==> src/rtl/monitor_uart_rx.sv <==
// 8N1 UART receiver: 2-FF synchroniser, 16x oversampling FSM, show-ahead byte FIFO,
// registered RTS flow control and one-cycle framing/overrun error pulses.
module monitor_uart_rx #(
  parameter int CLK_HZ     = 50000000,
  parameter int BAUD       = 115200,
  parameter int OVERSAMPLE = 16,
  parameter int FIFO_DEPTH = 16,
  parameter int RTS_MARGIN = 4
) (
  input  logic                          clk50,
  input  logic                          reset,
  input  logic                          uart_rxd,
  input  logic                          rd_en,
  output logic [7:0]                    rd_data,
  output logic                          rd_valid,
  output logic [$clog2(FIFO_DEPTH):0]   fifo_count,
  output logic                          uart_rts,
  output logic                          frame_err,
  output logic                          overrun_err
);

  localparam int AW  = $clog2(FIFO_DEPTH);
  localparam int CW  = AW + 1;
  localparam int DIV = (CLK_HZ + BAUD * OVERSAMPLE / 2) / (BAUD * OVERSAMPLE);
  localparam int DW  = (DIV > 1) ? $clog2(DIV) : 1;

  localparam logic [DW-1:0] DIV_LAST   = DW'(DIV - 1);
  localparam logic [3:0]    TICK_MID   = 4'(OVERSAMPLE / 2 - 1);
  localparam logic [3:0]    TICK_LAST  = 4'(OVERSAMPLE - 1);
  localparam logic [CW-1:0] FULL_LEVEL = CW'(FIFO_DEPTH);
  localparam logic [CW-1:0] RTS_LEVEL  = CW'(FIFO_DEPTH - RTS_MARGIN);

  typedef enum logic [2:0] {IDLE, START, DATA, STOP, BREAK} state_t;

  state_t          state_reg, state_next;
  logic [1:0]      sync_reg;
  logic            rxs;
  logic [DW-1:0]   div_cnt_reg, div_cnt_next;
  logic            tick, div_clr;
  logic [3:0]      tick_cnt_reg, tick_cnt_next;
  logic [2:0]      bit_idx_reg, bit_idx_next;
  logic [7:0]      shift_reg, shift_next;
  logic            push_reg, push_next;
  logic            frame_err_reg, frame_err_next;

  logic [7:0]      mem [FIFO_DEPTH];
  logic [AW-1:0]   wr_ptr_reg, rd_ptr_reg;
  logic [CW-1:0]   count_reg, count_next;
  logic            rts_reg, overrun_reg;
  logic            pop, full, wr_en;

  assign rxs  = sync_reg[1];
  assign tick = (div_cnt_reg == DIV_LAST);

  always_ff @(posedge clk50 or negedge reset) begin
    if (!reset) begin
      sync_reg      <= 2'b11;
      state_reg     <= IDLE;
      div_cnt_reg   <= '0;
      tick_cnt_reg  <= '0;
      bit_idx_reg   <= '0;
      shift_reg     <= '0;
      push_reg      <= 1'b0;
      frame_err_reg <= 1'b0;
    end else begin
      sync_reg      <= {sync_reg[0], uart_rxd};
      state_reg     <= state_next;
      div_cnt_reg   <= div_cnt_next;
      tick_cnt_reg  <= tick_cnt_next;
      bit_idx_reg   <= bit_idx_next;
      shift_reg     <= shift_next;
      push_reg      <= push_next;
      frame_err_reg <= frame_err_next;
    end
  end

  // Divider restarts on the start edge so every sample lands mid-bit.
  always_comb begin
    div_cnt_next = div_cnt_reg + DW'(1);
    if (div_clr || tick) div_cnt_next = '0;
  end

  always_comb begin
    state_next     = state_reg;
    tick_cnt_next  = tick_cnt_reg;
    bit_idx_next   = bit_idx_reg;
    shift_next     = shift_reg;
    push_next      = 1'b0;
    frame_err_next = 1'b0;
    div_clr        = 1'b0;
    case (state_reg)
      IDLE: begin
        if (!rxs) begin
          state_next    = START;
          tick_cnt_next = '0;
          div_clr       = 1'b1;
        end
      end
      START: begin
        if (tick) begin
          if (tick_cnt_reg == TICK_MID) begin
            tick_cnt_next = '0;
            bit_idx_next  = '0;
            state_next    = rxs ? IDLE : DATA;
          end else begin
            tick_cnt_next = tick_cnt_reg + 4'd1;
          end
        end
      end
      DATA: begin
        if (tick) begin
          tick_cnt_next = tick_cnt_reg + 4'd1;
          if (tick_cnt_reg == TICK_LAST) begin
            shift_next   = {rxs, shift_reg[7:1]};
            bit_idx_next = bit_idx_reg + 3'd1;
            if (bit_idx_reg == 3'd7) state_next = STOP;
          end
        end
      end
      STOP: begin
        if (tick) begin
          tick_cnt_next = tick_cnt_reg + 4'd1;
          if (tick_cnt_reg == TICK_LAST) begin
            if (rxs) begin
              push_next  = 1'b1;
              state_next = IDLE;
            end else begin
              frame_err_next = 1'b1;
              state_next     = BREAK;
            end
          end
        end
      end
      BREAK: begin
        if (rxs) state_next = IDLE;
      end
      default: state_next = IDLE;
    endcase
  end

  // A simultaneous pop frees the slot, so a push into a full FIFO is still accepted.
  assign pop   = rd_en && (count_reg != '0);
  assign full  = (count_reg == FULL_LEVEL);
  assign wr_en = push_reg && (!full || pop);

  always_comb begin
    count_next = count_reg;
    case ({wr_en, pop})
      2'b10:   count_next = count_reg + CW'(1);
      2'b01:   count_next = count_reg - CW'(1);
      default: count_next = count_reg;
    endcase
  end

  always_ff @(posedge clk50) begin
    if (wr_en) mem[wr_ptr_reg] <= shift_reg;
  end

  always_ff @(posedge clk50 or negedge reset) begin
    if (!reset) begin
      wr_ptr_reg  <= '0;
      rd_ptr_reg  <= '0;
      count_reg   <= '0;
      rts_reg     <= 1'b1;
      overrun_reg <= 1'b0;
    end else begin
      if (wr_en) wr_ptr_reg <= wr_ptr_reg + AW'(1);
      if (pop)   rd_ptr_reg <= rd_ptr_reg + AW'(1);
      count_reg   <= count_next;
      rts_reg     <= (count_reg >= RTS_LEVEL);
      overrun_reg <= push_reg && full && !pop;
    end
  end

  assign rd_valid    = (count_reg != '0);
  assign rd_data     = rd_valid ? mem[rd_ptr_reg] : 8'h00;
  assign fifo_count  = count_reg;
  assign uart_rts    = rts_reg;
  assign frame_err   = frame_err_reg;
  assign overrun_err = overrun_reg;

endmodule

==> config.mk <==
export PLATFORM = sky130hd
export DESIGN_NAME = monitor_uart_rx
export DESIGN_NICKNAME = d
export VERILOG_FILES = /design/src/rtl/monitor_uart_rx.sv
export SDC_FILE = /design/constraint.sdc
export NUM_CORES = 1
export LEC_CHECK = 0
export ABC_AREA = 1
export BUFFER_PORTS_ARGS = -buffer_cell sky130_fd_sc_hd__clkbuf_2
export CORE_MARGIN = 2
export CORE_UTILIZATION = 45
export CTS_CLUSTER_SIZE = 8
export DETAILED_ROUTE_END_ITERATION = 6
export PLACE_DENSITY_LB_ADDON = 0.12
export SETUP_SLACK_MARGIN = 0.3
export SYNTH_ARGS = -nofsm -noshare
export SYNTH_HDL_FRONTEND = slang
export SYNTH_SLANG_ARGS = --single-unit
==> constraint.sdc <==
create_clock -name clk50 -period 5.2 [get_ports clk50]
set_input_delay 0.26 -clock clk50 [delete_from_list [all_inputs] [get_ports clk50]]
set_output_delay 0.26 -clock clk50 [all_outputs]
set_load 0.005 [all_outputs]
==> results of run 1 <==
==> metrics by stage <==
stage | power [mW] | util (%)
5_1_grt | 4.22 | 51.4
3_5_place_dp | 2.71 | 47.4
3_3_place_gp | 2.71 | 47.4
2_1_floorplan | 2.35 | -
6_report | 3.98 | 51.4
4_1_cts | 4.01 | 51.4
==> placed cells by master, fill, tap and decap left out, drive strengths merged <==
cell	instances
nor3	5
dlygate4sd3	2
dfrtp	39
edfxtp	128
o221ai	26
ha	12
nand3	30
dfstp	3
o22ai	7
o21bai	1
xnor2	1
buf	5
o21ai	85
xor2	10
a21oi	11
clkbuf	37
mux2	8
nand4	5
clkinv	12
inv	39
a21boi	1
nand2	50
bufinv	4
o211ai	1
nor2	109
nor3b	2
a31oi	1
==> worst min-delay path, cell delays in order <==
cell and delay (ps):
clkbuf_2 130, nand2_1 120, xor2_1 80
==> routing by layer <==
layer	part of all wire, %	vias up	global-route usage (%)
met5	0	-	0
met4	1.5	0	7.46
met3	5.5	21	3.85
met2	48	166	32.5
met1	45	2282	28.0
li1	-	2192	-
==> worst paths after layout <==
check	endpoint	slack, ps	depth (start not counted)
max	rd_data[7]	2350	6
min	rd_ptr_reg[0]	200	3
max reg2reg	mem[8][4]	2880	7
min reg2reg	sync_reg[1]	360	0
max in group asynchronous	rd_ptr_reg[0]	4340	3
min in group asynchronous	fifo_count[0]	450	3
==> layout make-up <==
cell class / instances / area, um2
clock inverter: 15 / 181
inverter: 40 / 150
fill: 1387 / 7640
sequential: 170 / 4900
timing repair buffer: 27 / 158
clock buffer: 17 / 425
tap: 216 / 270
multi-input combinational: 365 / 1990
==> where the power goes <==
part	internal, mW	switching (mW)
combinational	0.395	0.752
clock	0.794	0.500
sequential	1.49	0.0520
==> cells by family (layout without fill, tap and decap cells) <==
family                   count (synthesis)  after routing  share of synthesized area, %
AND/OR/NAND/NOR                        201            201                          12.1
multiplexers                             8              8                          1.26
adder cells (fa/ha/maj)                 12             12                          2.10
AO/OA/AOI/OAI                          133            133                          11.0
flip-flops                             170            170                          68.6
XOR/XNOR                                11             11                          1.35
buffers and inverters                   64             99                          3.54
==> flow_summary.yaml, run 1 <==
die:
  dieWidth_um: 130
  start_util_pct: 45.4
  design.core.area_um2: 15700
  rows: 46
  dieArea_um2: 16900
  die_h_um: 130
  io_pins: 21
worst_setup_path:
  cp.buffers_inverters: 2
  path_max_fanout: 65
  crit_path_end_kind: "output pin"
  crit_path_start: "rd_ptr_reg[0]"
  slowest_stage: "inv_2"
  path_cells: "inv_2, o21ai_0, o221ai_1, nand3_1, a21oi_1, clkbuf_2"
  start_kind: "flip-flop"
  cp_top_family: "buffers and inverters"
  max_stage_delay_ps: 740
  reg2reg_from: "fifo_count[4]"
  cp.arrival_ps: 2590
  worstPathRequired_ps: 4940
  critPathKind: "reg -> out"
synth:
  synth_most_common_cell: "edfxtp_1"
  synth_top_area_share_pct: 53.8
  synth-async-reset-ratio_pct: 24.7
  netlist_instances: 599
  synth.top_cells.by_count: "128 x edfxtp_1, 107 x nor2_1, 84 x o21ai_0"
  synth_edf_count: 128
  synth-seq-cells: 170
  synth-main-ff-cell: "edfxtp_1"
  syn_avg_cell_area_um2: 11.9
  synth_cell_types: 36
  yosys.area.top_type: "edfxtp_1"
  synth_area_leaders: "edfxtp_1 54%, dfrtp_1 14%, o21ai_0 5.9%, nor2_1 5.6%, o221ai_1 3.2%"
  synth_fp_nets: 615
  yosysWarnings: 0
  synthesis.area_um2: 7140
  yosysSeqAreaShare_pct: 68.6
clock_network:
  numCtsBuffers: 17
  cts_buffer_depth: 2
  cts_tree: "done"
  clock-sinks: 170
  clkLatencyLatePin_ps: 420
  cts_setup_buffers: 0
  root_buffer: "clkbuf_16"
  holdBufCountCts: 2
  clkTransAtPathRegs_ps: 60
  cts_resized: 0
  h-tree-depth: 4
grt:
  grt.overflow.total: 0
  grt_pass1_vias: 4586
  grt_usage_pct: 20.3
  antenna_found_initial: 0
  grt_start_max_net_pins: 67
  grt_pass1_wl_mm: 25.3
power:
  power_density_nw_per_um2: 493
  p_leak_nw: 3.33
  ir_drop_mv: 0.279
final_layout:
  stdcell_area_um2: 8070
  final_cells: 850
  layout-drive-gt1-share_pct: 12.0
  antenna-diode-count: 0
  largest_reg_flops: 128
  area_delta_synth_final_pct: 13.1
  nets: 637
placed_design:
  hpwl_mm: 10.0
  gp_congestion: 0.821
  place_inst: 816
  pre_cts_ws_ps: 2810
  placed_cell_area_um2: 7440
  portBuffers: 20
sta:
  worst_pin_slew_ps: 1060
  fin_ws_ps: 2350
  setup_viol: 0
  holdWs_ps: 200
  fin_tns_setup_ps: 0
  post-route-period-util_pct: 54.7
  relSlewSlack_pct: 28.8
  maxSlewViolCount: 0
  hold_violations: 0
  rsz0062_at_grt: "false"
  fin_skew_ps: 5.18
  max_freq_mhz: 351
  fin_crit_ps: 2850
route:
  initialDrtViolationCount: 491
  routed_wirelength_mm: 15.9
  via_per_inst: 5.48
  drtAntennaViolNets: 0
  vias: 4661
  wl_per_cell_um: 18.7
  first_pass_iters: 6
  drc: 0
run_status:
  outcome: "completed"
run:
  drv_cap: 0
hold_path:
  worstHoldStart: "rd_en"
  worstHoldPathType: "in -> reg"
Note: power is estimated with default switching activity, not from simulation.
==> inputs of run 2 (changes only) <==
- clock period: 5.2 -> 2.55 ns (I/O delays scaled with it)
==> run 2 against run 1 <==
Compared with the run above: critical path depth grew 1; combinational power grew to 2.7 times the previous value; clock skew grew 3.0 ps; sequential power grew 100%; non-clock buffer count grew 28; global-route usage grew 1.4 points; register-to-register slack lost 2300 ps; routed wire length grew 10%; critical endpoint is now rd_data[4]; highest routed layer unchanged.
==> flow_summary.yaml, run 2 (synthesis gave the netlist of run 1 again) <==
run_status:
  outcome: "completed"
power:
  swShare_pct: 33.4
  p_leak_nw: 3.54
  p_int_mw: 6.00
  p_switching_mw: 3.00
  power_density_nw_per_um2: 1050
  clkPwrFrac_pct: 30.4
  ir_drop_mv: 0.537
  seqPwrFrac_pct: 35.0
  combPwrFrac_pct: 34.5
route:
  routed_wirelength_mm: 17.5
  via_per_inst: 5.47
  drtAntennaViolNets: 0
  initialDrtViolationCount: 451
  vias: 4803
  drc: 0
  wl_per_cell_um: 20.0
  first_pass_iters: 4
grt:
  grt_usage_pct: 21.7
  grt_pass1_vias: 4814
  grt_start_max_net_pins: 34
  grt_pass1_wl_mm: 26.7
  grt.overflow.total: 0
  antenna_found_initial: 0
worst_setup_path:
  start_kind: "flip-flop"
  worstPathRequired_ps: 2420
  critPathKind: "reg -> out"
  cp.arrival_ps: 2050
  reg2reg_from: "fifo_count[4]"
  regToRegSetupSlack_ps: 530
  path_max_fanout: 16
  crit_path_end_kind: "output pin"
  r2r-end: "mem[9][2]"
  reg2regPathDepth: 7
  crit_path_start: "rd_ptr_reg[0]"
hold_path:
  worstHoldPathType: "in -> reg"
  holdPathStages: 4
  hold_path_end: "overrun_err"
  worstHoldStart: "rd_en"
die:
  io_pins: 21
  dieArea_um2: 16900
  design.core.area_um2: 15700
  start_util_pct: 45.4
  dieWidth_um: 130
  rows: 46
  die_h_um: 130
sta:
  hold_violations: 0
  setup_viol: 0
  worst_pin_slew_ps: 784
  fin_crit_ps: 2180
  post-route-period-util_pct: 85.3
  maxSlewViolCount: 0
  fin_skew_ps: 8.21
  max_freq_mhz: 460
  fin_tns_setup_ps: 0
  relSlewSlack_pct: 47.7
  rsz0062_at_grt: "true"
placed_design:
  gp_congestion: 0.801
  placed_cell_area_um2: 7570
  portBuffers: 20
  hpwl_mm: 10.8
final_layout:
  largest_reg_flops: 128
  area_delta_synth_final_pct: 19.6
  stdcell_area_um2: 8540
  layout-drive-gt1-share_pct: 18.6
  nets: 665
  antenna-diode-count: 0
  final_common_cell: "edfxtp_1"
  mostFrequentLayoutCells: "128 x edfxtp_1, 102 x nor2_1, 78 x o21ai_0, 50 x nand2_1, 37 x dfrtp_1"
  utilization_pct: 54.3
clock_network:
  root_buffer: "clkbuf_16"
  clock-sinks: 170
  clkLatencyLatePin_ps: 430
  cts_tree: "done"
  clkTransAtPathRegs_ps: 60
  numCtsBuffers: 17
  cts_buffer_depth: 2
  h-tree-depth: 4
run:
  drv_cap: 0
[run 2: timing repair]
item | CTS | global route
hold endpoints to repair | 21 | 0
gates resized for setup | 9 | 25
buffers inserted | 5 | 2
gates cloned | 2 | 5
hold buffers | 2 | 0
setup endpoints to repair | 16 | 40
pin swaps | 1 | 9
[run 2: final cells by class]
class / count / area (um2)
clock buffer: 21 / 460
inverter: 40 / 161
multi-input combinational: 365 / 2040
timing repair buffer: 55 / 536
fill: 1354 / 7170
sequential: 170 / 4900
clock inverter: 11 / 168
tap: 216 / 270
[run 2: routing by layer]
layer	routed length (um)	track usage (%)
met5	0	0
met4	402	8.10
met3	837	4.18
met2	8570	35.7
met1	7730	29.0
[run 2: worst max-delay path by stage]
stage / end / slack [ps] / depth (start not counted)
after global placement: mem[9][5] / 330 / 7
after CTS: rd_data[4] / 300 / 5
after floorplan: mem[11][0] / 800 / 7
after detailed placement: mem[9][2] / 300 / 7
after global routing: rd_data[3] / 290 / 9
final: rd_data[4] / 370 / 7
[run 2: power by group through the flow]
| stage | clock network [mW] | logic [mW] | registers (mW) |
|---|---|---|---|
| 3_3_place_gp | 0 | 2.46 | 3.22 |
| 5_1_grt | 2.90 | 3.42 | 3.16 |
| 2_1_floorplan | 0 | 1.62 | 3.17 |
| 6_report | 2.74 | 3.11 | 3.15 |
| 4_1_cts | 2.78 | 2.76 | 3.15 |
| 3_5_place_dp | 0 | 2.46 | 3.22 |
[run 2: critical path, cell delays in order, from the launching register on]
cell and delay [ps]:
dfrtp_2 460, buf_4 150, clkbuf_16 160, o21ai_0 140, o221ai_2 270, nand3_1 130
a21oi_1 170, clkbuf_2 130
[run 2: stage by stage]
step	instances	hold WS (ps)	setup WS, ps	power [mW]
global route	878	106	293	9.48
finish	878	77.5	374	9.00
CTS	871	59.2	305	8.69
detailed placement	830	168	300	5.68
global placement	830	159	333	5.68
floorplan	599	-168	803	4.79
